### src/rtl/lim_dec_timer.sv
// Four-digit BCD countdown timer (MM:SS style) with per-digit limits,
// load-time saturation, pause/resume and a one-cycle done pulse.

module lim_dec_digit #(
    parameter int L = 9
) (
    input  logic [3:0] d,
    input  logic       bin,
    input  logic [3:0] ld,
    output logic [3:0] q,
    output logic       bout,
    output logic [3:0] sat
);
    always_comb begin
        sat  = (ld > 4'(L)) ? 4'(L) : ld;
        q    = d;
        bout = 1'b0;
        if (bin) begin
            if (d == 4'd0) begin
                q    = 4'(L);
                bout = 1'b1;
            end else begin
                q = d - 4'd1;
            end
        end
    end
endmodule

module lim_dec_timer #(
    parameter int TICK_CYCLES = 100000000,
    parameter int MIN_TENS_L  = 5
) (
    input  logic        clk,
    input  logic        reset,
    input  logic        load,
    input  logic [15:0] load_val,
    input  logic        start,
    input  logic        stop,
    output logic [15:0] count,
    output logic        running,
    output logic        zero,
    output logic        done
);
    localparam int NUM_DIG = 4;
    localparam int PW      = (TICK_CYCLES > 1) ? $clog2(TICK_CYCLES) : 1;
    localparam logic [PW-1:0] PRESC_MAX = PW'(TICK_CYCLES - 1);

    typedef enum logic [1:0] {IDLE, RUN, PAUSE, DONE} state_t;

    state_t                    state_q, state_d;
    logic [NUM_DIG-1:0][3:0]   count_q, count_d;
    logic [NUM_DIG-1:0][3:0]   dec_val, sat_val;
    logic [NUM_DIG:0]          borrow;
    logic [PW-1:0]             presc_q, presc_d;
    logic                      done_q, done_d;

    // Digit 0 is sec_units; borrow ripples toward min_tens.
    assign borrow[0] = 1'b1;

    for (genvar i = 0; i < NUM_DIG; i++) begin : g_dig
        localparam int DL = (i == 3) ? MIN_TENS_L : ((i == 1) ? 5 : 9);
        lim_dec_digit #(.L(DL)) u_dig (
            .d    (count_q[i]),
            .bin  (borrow[i]),
            .ld   (load_val[i*4 +: 4]),
            .q    (dec_val[i]),
            .bout (borrow[i+1]),
            .sat  (sat_val[i])
        );
    end

    always_comb begin
        state_d = state_q;
        count_d = count_q;
        presc_d = presc_q;
        done_d  = 1'b0;
        if (load) begin
            state_d = IDLE;
            count_d = sat_val;
            presc_d = '0;
        end else begin
            case (state_q)
                IDLE: begin
                    if (!stop && start && (count_q != '0)) begin
                        state_d = RUN;
                        presc_d = '0;
                    end
                end
                RUN: begin
                    if (stop) begin
                        state_d = PAUSE;
                    end else if (presc_q == PRESC_MAX) begin
                        presc_d = '0;
                        // A borrow out of the top digit would be an underflow.
                        if (!borrow[NUM_DIG]) begin
                            count_d = dec_val;
                            if (dec_val == '0) begin
                                state_d = DONE;
                                done_d  = 1'b1;
                            end
                        end
                    end else begin
                        presc_d = presc_q + PW'(1);
                    end
                end
                PAUSE: begin
                    if (!stop && start) state_d = RUN;
                end
                DONE:    ;
                default: state_d = IDLE;
            endcase
        end
    end

    always_ff @(posedge clk) begin
        if (reset) begin
            state_q <= IDLE;
            count_q <= '0;
            presc_q <= '0;
            done_q  <= 1'b0;
        end else begin
            state_q <= state_d;
            count_q <= count_d;
            presc_q <= presc_d;
            done_q  <= done_d;
        end
    end

    assign count   = count_q;
    assign running = (state_q == RUN);
    assign zero    = (count_q == '0);
    assign done    = done_q;
endmodule

### config.mk
export PLATFORM = sky130hd
export DESIGN_NAME = lim_dec_timer
export DESIGN_NICKNAME = d
export VERILOG_FILES = /design/src/rtl/lim_dec_timer.sv
export SDC_FILE = /design/constraint.sdc
export NUM_CORES = 1
export LEC_CHECK = 0
export ABC_AREA = 1
export BUFFER_PORTS_ARGS = -buffer_cell sky130_fd_sc_hd__buf_2
export CAP_MARGIN = 10
export CORE_MARGIN = 8
export CORE_UTILIZATION = 45
export CTS_BUF_LIST = sky130_fd_sc_hd__clkbuf_8
export DETAILED_ROUTE_END_ITERATION = 16
export HOLD_SLACK_MARGIN = 0.15
export PLACE_DENSITY = 0.68
export SETUP_SLACK_MARGIN = 0.5
export SLEW_MARGIN = 10
export SYNTH_ARGS = -nofsm -noshare
export SYNTH_HDL_FRONTEND = slang
export SYNTH_SLANG_ARGS = --single-unit
export TNS_END_PERCENT = 5
### constraint.sdc
create_clock -name clk -period 1.9 [get_ports clk]
set_input_delay 0.57 -clock clk [delete_from_list [all_inputs] [get_ports clk]]
set_output_delay 0.57 -clock clk [all_outputs]
set_load 0.02 [all_outputs]
==> metrics.md <==
| Metric | Value |
|---|---|
| Status | `complete, no violations` |
| Count of yosys warnings during synthesis | `0` |
| Remaining antenna violation count after routing | `0` |
| Total Nets Final | `roughly 540` |
| Standard cell core area | `just under 0.006 mm²` |
| Shortest period the worst path allows | `approximately 1.9 ns` |
| Gate Count Post-Synth | `approximately 430` |
| Worst path max stage delay | `~0.36 ns` |
| Critical-path cell with the highest stage delay | `sky130_fd_sc_hd__dfxtp_4` |
| First-pass GRT wire length | `roughly 14 mm` |
| Synthesized area | `about 0.0028 mm²` |
| Via count normalized by instance count | `around 5.3` |
| Met2 track demand over resource | `between 20% and 30%` |
| Die area | `0.00887 mm²` |
| Worst-margin pin slew | `about 0.47 ns` |
| Root Buffer Master | `sky130_fd_sc_hd__clkbuf_8` |
| Total clock buffers created by CTS | `5` |
| Met3 usage in global routing | `3.76%` |
| Initial cell density of the core | `roughly 46%` |
| Clock buffer depth | `2` |
| Final setup fails | `0` |
| Port Buf Inserts | `39` |
| GRT Overall Usage | `a little under a fifth` |
| Top area cells in the synthesized netlist | `sky130_fd_sc_hd__dfxtp_1, sky130_fd_sc_hd__nand2_1, sky130_fd_sc_hd__nor2_1` |
| Worst Setup Path Type | `register to output pin` |
| Most numerous cell on the critical path | `sky130_fd_sc_hd__nor2_4` |
| Most Crowded Layer GR | `met2` |
| Crit-path cells | `nor2_4, nand2_4, nor2_8, nand2_8, nor2_4, buf_6` |
| Register bit count reported by yosys | `between 40 and 50` |
| Mean post-synth cell area | `between 6 and 7 µm²` |
| Pin count of the biggest net entering global routing | `16` |
| Peak supply drop | `~340 µV` |
| HPWL Detailed | `approximately 5.8 mm` |
| Via count of the first global-routing pass | `between 2,000 and 3,000` |
| Hold violation count in the final report | `0` |
| Crit path max-delay family | `simple AND/OR/NAND/NOR gates` |
| Buffers and inverters on the worst path | `1` |
| CTS Hold Buffers Added | `0` |
| Horizontal die dimension | `94.2 µm` |
| DR WL/cell | `roughly 14 µm` |
| CP Launch Type | `register` |
| Clock latency on the worst-skew pair | `0.30 ns` |
| Height of the chip | `94.2 µm` |
| Clk pin slew, worst setup/hold paths | `0.09 ns` |
| DRC | `0` |
| Total congestion overflow after global routing | `0` |
| Area delta synth->final | `46.0%` |
| Clock tree from TritonCTS | `built` |
| Deepest level of the CTS H-tree | `2` |
| Relative slew slack | `approximately 70%` |
| Iteration count of the initial detailed-routing pass | `5` |
| Number of max-slew violations in the final report | `0` |
| Type of destination of the critical path | `output pin` |
| Post-synthesis cell type with the largest combined area | `sky130_fd_sc_hd__dfxtp_1` |
| Instance count after placement with tap cells included | `between 500 and 600` |
| Setup skew after layout | `~0.0066 ns` |
| Max Fanout on Critical Path | `2` |
| Portion of the post-synthesis area used by sequential elements | `33.5%` |
| Class of the most critical hold timing path | `register to register` |
| Number of max-capacitance violations reported | `0` |
| DRT Wirelength | `around 8.3 mm` |
| Number of synthesized flops with an enable pin | `0` |
| Top library cells by usage in the layout, fill and taps aside | `sky130_fd_sc_hd__nand2_1, sky130_fd_sc_hd__nor2_1, sky130_fd_sc_hd__inv_1` |
| Dominant register cell in the synthesized netlist | `sky130_fd_sc_hd__dfxtp_1` |
| Count of clock tree sinks | `46` |
| FMAX | `between 0.5 and 0.6 GHz` |
| Diodes inserted | `0` |
| Initial antenna violation count | `0` |
| Most frequent standard cell in the layout excluding fill and tap cells | `sky130_fd_sc_hd__nand2_1` |
| Final standard cell utilization of the core | `between 60% and 70%` |
| Required time of the worst setup path | `between 1 and 1.5 ns` |
| Leakage | `~0.0016 µW` |
| Share of cells above drive strength 1 | `a little under two fifths` |
| Final period utilization | `99.3%` |
| Non-filler instance count after layout | `around 600` |
| Fraction of registers with async set/reset | `0%` |
| Area fraction of the dominant cell type after synthesis | `33.5%` |
| Routed vias | `~3,200` |
| Power Density | `558 mW/mm²` |
| RSZ-0062 raised after global routing | `yes` |
| Weighted congestion at the end of routability-driven global placement | `just under 0.9` |
| Synthesized net count | `450` |
| Met1 Usage GRT | `roughly a quarter` |
| Cell variety after synth | `35` |
| IO Count | `40` |
| DRC marker count from the first detailed-route iteration | `287` |
| Crit path arrival time | `1.32 ns` |
| Floorplan row count | `28` |
==> Yosys cell counts (2+ instances only) <==
cell	number
sky130_fd_sc_hd__nand2_1	89
sky130_fd_sc_hd__a21oi_1	37
sky130_fd_sc_hd__nand2_4	5
sky130_fd_sc_hd__clkbuf_1	2
sky130_fd_sc_hd__o31ai_1	3
sky130_fd_sc_hd__a22oi_1	2
sky130_fd_sc_hd__xor2_1	10
sky130_fd_sc_hd__inv_1	53
sky130_fd_sc_hd__nor2_4	2
sky130_fd_sc_hd__nand4_1	9
sky130_fd_sc_hd__dfxtp_1	46
sky130_fd_sc_hd__nand3b_1	2
sky130_fd_sc_hd__buf_2	3
sky130_fd_sc_hd__a31oi_1	3
sky130_fd_sc_hd__o211ai_1	2
sky130_fd_sc_hd__nor2_2	3
sky130_fd_sc_hd__nor4_1	3
sky130_fd_sc_hd__nor3_1	12
sky130_fd_sc_hd__nand3_1	33
sky130_fd_sc_hd__o21ai_0	29
sky130_fd_sc_hd__nor2_1	66
==> where the power goes <==
part | leakage (µW) | internal [µW] | switching, µW | total [µW]
sequential | 0.000388 | 985 | 38.6 | 1020
combinational | 0.00120 | 261 | 336 | 597
clock | 0.0000441 | 259 | 360 | 620
==> repair_timing <==
action,CTS,global route
endpoints found under the setup margin,64,64
buffers inserted,16,1
pin swaps,15,34
gates resized for setup,21,121
==> worst paths after layout <==
path / from / cells past startpoint / end / slack [ns]
worst min register to register: state_q[0] / 2 / state_q[0] / 0.50
worst max register to register: presc_q[0] / 10 / count[5] / 0.11
worst min-delay path: state_q[0] / 2 / state_q[0] / 0.50
worst max-delay path: count[1] / 6 / zero / 0.01
==> sequential cells by signal (all words and copies together), names as in the netlist <==
name / cells
count: 16
done: 1
presc_q: 27
state_q: 2
==> cells by family (layout without fill, tap and decap cells) <==
family                     count (synthesis)  in the layout  share of synthesized area, %
DFF                                       46             46                          33.5
xor gates and xnor gates                  10             10                          3.18
AOI/OAI and AO/OA                         79             79                          15.7
and+or+nand+nor                          229            229                          38.0
buffers and inverters                     63            156                          9.23
adders and majority gates                  1              1                         0.455
==> per-layer routing <==
layer | share of wire [%] | wire (µm)
met5 | 0 | 0
met4 | 1.3 | 106
met3 | 5.4 | 451
met2 | 47 | 3940
met1 | 46 | 3830
==> final cells by class <==
cell class | instances | area [µm²]
clock buffer | 5 | 68.8
clock inverter | 3 | 21.3
sequential | 46 | 987
fill | 512 | 1900
inverter | 55 | 221
timing repair buffer | 93 | 764
multi-input combinational | 319 | 1860
tap | 75 | 93.8
==> stage by stage <==
step	setup slack (ns)	TNS [ns]	total power, µW	hold WS (ns)	cell area [µm²]
after global placement	-0.0513	-0.284	1480	0.491	3330
after global routing	-0.0560	-0.0817	2370	0.510	4020
after CTS	0.00805	0	2160	0.518	3630
final	0.0132	0	2240	0.497	4020
after floorplan	0.177	0	1340	0.455	2820
after detailed placement	-0.0796	-0.824	1480	0.503	3330
==> worst reg2reg max path: cells and delay by family, from the launching register on <==
family	cells	cell delay (ns)
buffers and inverters	1	0.15
AND/OR/NAND/NOR	6	0.86
adder cells (fa/ha/maj)	1	0.15
AO/OA/AOI/OAI	2	0.18
flip-flops	1	0.38
(Power assumes the default switching activity.)
